File: src/rtl/serial_pattern_gen.sv
// Parallel-to-serial frame transmitter: one WIDTH-bit word per load, one bit per clock.
// Define MSB_FIRST_EN to transmit the most significant bit first (default is LSB first).
module serial_pattern_gen #(
    parameter int   WIDTH    = 32,
    parameter logic IDLE_BIT = 1'b0
) (
    input  logic             clk,
    input  logic             rst,
    input  logic             load,
    input  logic [WIDTH-1:0] data_in,
    output logic             ready,
    output logic             dout,
    output logic             dout_valid,
    output logic             done
);

    localparam int CW = $clog2(WIDTH + 1);
    localparam logic [CW-1:0] LAST_CNT = CW'(WIDTH);

    typedef enum logic {IDLE, SHIFT} state_t;

    state_t           state;
    logic [WIDTH-1:0] shreg;
    logic [CW-1:0]    cnt;

    assign ready = (state == IDLE);

    always_ff @(posedge clk or posedge rst) begin
        if (rst) begin
            state      <= IDLE;
            shreg      <= '0;
            cnt        <= '0;
            dout       <= IDLE_BIT;
            dout_valid <= 1'b0;
            done       <= 1'b0;
        end else begin
            done <= 1'b0;
            case (state)
                IDLE: begin
                    if (load) begin
                        // First bit goes straight to dout; the rest wait in shreg.
`ifdef MSB_FIRST_EN
                        shreg <= data_in << 1;
                        dout  <= data_in[WIDTH-1];
`else
                        shreg <= data_in >> 1;
                        dout  <= data_in[0];
`endif
                        dout_valid <= 1'b1;
                        cnt        <= CW'(1);
                        state      <= SHIFT;
                    end
                end
                SHIFT: begin
                    if (cnt == LAST_CNT) begin
                        dout       <= IDLE_BIT;
                        dout_valid <= 1'b0;
                        done       <= 1'b1;
                        state      <= IDLE;
                    end else begin
`ifdef MSB_FIRST_EN
                        dout  <= shreg[WIDTH-1];
                        shreg <= shreg << 1;
`else
                        dout  <= shreg[0];
                        shreg <= shreg >> 1;
`endif
                        cnt <= cnt + CW'(1);
                    end
                end
                default: state <= IDLE;
            endcase
        end
    end

endmodule
File: config.mk
export PLATFORM = sky130hd
export DESIGN_NAME = serial_pattern_gen
export DESIGN_NICKNAME = d
export VERILOG_FILES = /design/src/rtl/serial_pattern_gen.sv
export SDC_FILE = /design/constraint.sdc
export NUM_CORES = 1
export LEC_CHECK = 0
export ABC_AREA = 1
export ABC_CLOCK_PERIOD_IN_PS = 3900
export BUFFER_PORTS_ARGS = -buffer_cell sky130_fd_sc_hd__buf_2
export CAP_MARGIN = 20
export CORE_ASPECT_RATIO = 0.5
export CORE_UTILIZATION = 35
export DETAILED_ROUTE_END_ITERATION = 10
export PLACE_DENSITY = 0.54
export SYNTH_ARGS = -nofsm -noshare
export SYNTH_HDL_FRONTEND = slang
export SYNTH_SLANG_ARGS = --single-unit
export TNS_END_PERCENT = 1
File: constraint.sdc
create_clock -name clk -period 3.9 [get_ports clk]
set_input_delay 0.78 -clock clk [delete_from_list [all_inputs] [get_ports clk]]
set_output_delay 0.78 -clock clk [all_outputs]
set_load 0.01 [all_outputs]
==> summary.md <==
| Metric | Value |
|---|---|
| Status | finished, final reports clean |
| Final Skew | 2.70 ps |
| Clk_lat worst skew | approximately 280 ps |
| Arrival @ worst endpoint | between 1000 and 1500 ps |
| First-pass GRT wire length | just over 6 mm |
| Bufs and invs on worst path | 2 |
| Total track usage | 0.142 |
| Final core utilization | 0.458 |
| Pre-antenna DRT Iters | 4 |
| Synth area leader | dfrtp_1 |
| Wirelength, routed | around 3.6 mm |
| Synth top area cells | dfrtp_1, mux2i_1, nand2_1 |
| Vias in the first global route | between 1000 and 1500 |
| Share of the synthesized area in the top cell type | 0.518 |
| CTS HTree Levels | 2 |
| DR WL/cell | 11.9 um |
| Crit start category | register |
| Clock sinks | 41 |
| Final ANT Viol Nets | 0 |
| Vias | 1415 |
| Worst-path clk slew | about 60 ps |
| Clock Tree Root | clkbuf_16 |
| Part of the cycle the worst path needs | 0.510 |
| Count of cell types in the netlist | 23 |
| Final Max Tran Viols | 0 |
| Most used DFF post-synth | dfrtp_1 |
| Max-slew headroom | 0.665 |
| Setup WS post-layout | between 1500 and 2000 ps |
| Die X-Extent | about 110 um |
| Design area | between 2000 and 2500 um2 |
| Final min period | approximately 2000 ps |
| Leak | approximately 0.0013 uW |
| Layout cell share with drive strength beyond 1 | 0.256 |
| CTS buffer count | 5 |
| TritonCTS clock tree | yes |
| DP Area | 2180 um2 |
| Reg power frac | 0.434 |
| VDD IR-drop max | 0.000227 V |
| FP Rows | 18 |
| Yosys reg bits | 41 |
| PD cells | between 700 and 800 nW/um2 |
| RSZ-0062 raised after global routing | false |
| Clock power share | 0.273 |
| CP Max Fanout | 16 |
| Least-Margin Pin Slew | roughly 500 ps |
| Area grow syn2layout | 19.8% |
| Critical Path Sink Type | output port |
| Number of synthesized flops with an enable pin | 0 |
| Cell-internal power | 1180 uW |
| Diodes inserted | 0 |
| Worst Setup Path Type | reg -> out |
| Grt total ovfl | 0 |
| Initial antenna violation count | 0 |
| Setup slack at placement | between 1500 and 2000 ps |
| Largest delay share family, worst path | flip-flops |
| Ports | 39 |
| FILL cells | a little over 500 |
| Post-synth ARST share | 1.00 |
| Setup TNS | 0 ps |
| Core ar. | approximately 5200 um2 |
| Slowest stage delay, CP | between 500 and 600 ps |
| CP Data Required Time | 3120 ps |
| MaxCap Viol Count | 0 |
| Cell Area, Synth | a little under 2000 um2 |
| Port Buffers | 38 |
| Slowest-stage cell, CP | dfrtp_2 |
| Ys Warns | 0 |
| Die H | ~55 um |
| Initial Util | 0.382 |
| Routability congestion estimate | slightly above 0.7 |
| Post-synthesis net count | around 230 |
| Iteration-0 DRC Markers | 37 |
| Cells after Synth | between 150 and 200 |
| Hold Fails Final Rpt | 0 |
| Largest net degree at the start of global routing | just under 70 |
| Die area | roughly 6000 um2 |
| Top post-synthesis cells by count | nand2_1, dfrtp_1, mux2i_1, o21ai_1, nand3_1 |
| Via density | ~4.7 |
| Combinational Power Share | 0.293 |
| Switching power | between 500 and 600 uW |
| Sequential element share of the synthesized area | 0.518 |
| # setup viols final | 0 |
| Fmax | between 0.5 and 0.6 GHz |
| Dpl hpwl | around 2.4 mm |
| Drt drc | 0 |
| Worst-path cell chain | inv_1 -> buf_2 |
| Setup Buffers After CTS | 0 |
| Hold Crit Class | reg -> reg |
| Post-cts sizing count | 0 |
| Count leader, synth | nand2_1 |
| # hold bufs at CTS | 0 |
| Syn avg cell area | between 10 and 15 um2 |
| CTS Buffer Depth | 2 |
| Switching Fraction | 0.316 |
| Final nets | 270 |
==> through the flow <==
| step | power, uW | cells | hold slack [ps] |
|---|---|---|---|
| floorplan | 1160 | 196 | 442 |
| global placement | 1240 | 295 | 463 |
| detailed placement | 1270 | 295 | 473 |
| CTS | 1750 | 303 | 487 |
| global route | 1860 | 304 | 499 |
| finish | 1730 | 304 | 485 |
==> state kept, by name (all words and copies together), names as in the netlist <==
name        flops
done            1
shreg          31
state           1
cnt             6
dout_valid      1
dout            1
==> cell usage in the layout (no fill, tap or decap), types with 2 or more instances in the layout <==
master,netlist,routed
nand3_1,10,10
o21ai_1,22,22
inv_1,8,8
o21bai_1,2,2
dfrtp_1,41,40
buf_4,3,2
ha_1,2,2
nand2_1,45,45
nor2_1,2,2
mux2i_1,30,30
clkbuf_16,0,5
o21ai_2,5,5
buf_2,3,38
o21ai_0,9,9
==> per-layer routing <==
layer | vias up | GRT usage | part of all wire
met5 | - | 0 | 0
met4 | 0 | 0.0676 | 0.014
met3 | 4 | 0.0410 | 0.035
met2 | 20 | 0.243 | 0.45
met1 | 657 | 0.172 | 0.50
li1 | 734 | - | -
==> logic make-up after synthesis <==
| group | share of synthesized area |
|---|---|
| buffers and inverters | 0.0644 |
| muxes | 0.152 |
| and+or+nand+nor | 0.139 |
| AOI/OAI and AO/OA | 0.114 |
| DFF | 0.518 |
| adders and majority gates | 0.0126 |
==> worst reg2reg max path, stage by stage, from the launching register on <==
cell and delay, ps:
dfrtp_1 390, inv_1 120, ha_1 200, nand4_2 150
nand2_2 230, buf_12 270, o21ai_0 150
==> final timing paths <==
path / from / end / slack (ps) / cells after the start
worst max-delay path: state / ready / 1910 / 2
worst min-delay path: shreg[10] / shreg[10] / 480 / 2
worst max register to register: cnt[0] / shreg[14] / 2260 / 6
worst min register to register: shreg[10] / shreg[10] / 480 / 2
max in group asynchronous: rst / state / 2920 / 3
min in group asynchronous: rst / shreg[7] / 620 / 3
==> power groups by stage <==
stage / Combinational [uW] / Clock, uW / Sequential (uW)
2_1_floorplan: 439 / 0 / 717
3_3_place_gp: 489 / 0 / 752
3_5_place_dp: 507 / 0 / 760
4_1_cts: 512 / 487 / 754
5_1_grt: 582 / 502 / 780
6_report: 506 / 472 / 750
==> final cells by class <==
cell class	instances	area [um2]	share of cell area
timing repair buffer	41	225	0.0949
clock inverter	1	30.0	0.0127
multi-input combinational	135	827	0.348
clock buffer	7	143	0.0601
inverter	9	33.8	0.0142
sequential	41	1030	0.433
tap	70	87.6	0.0369
Power figures use the tool's default switching activity.
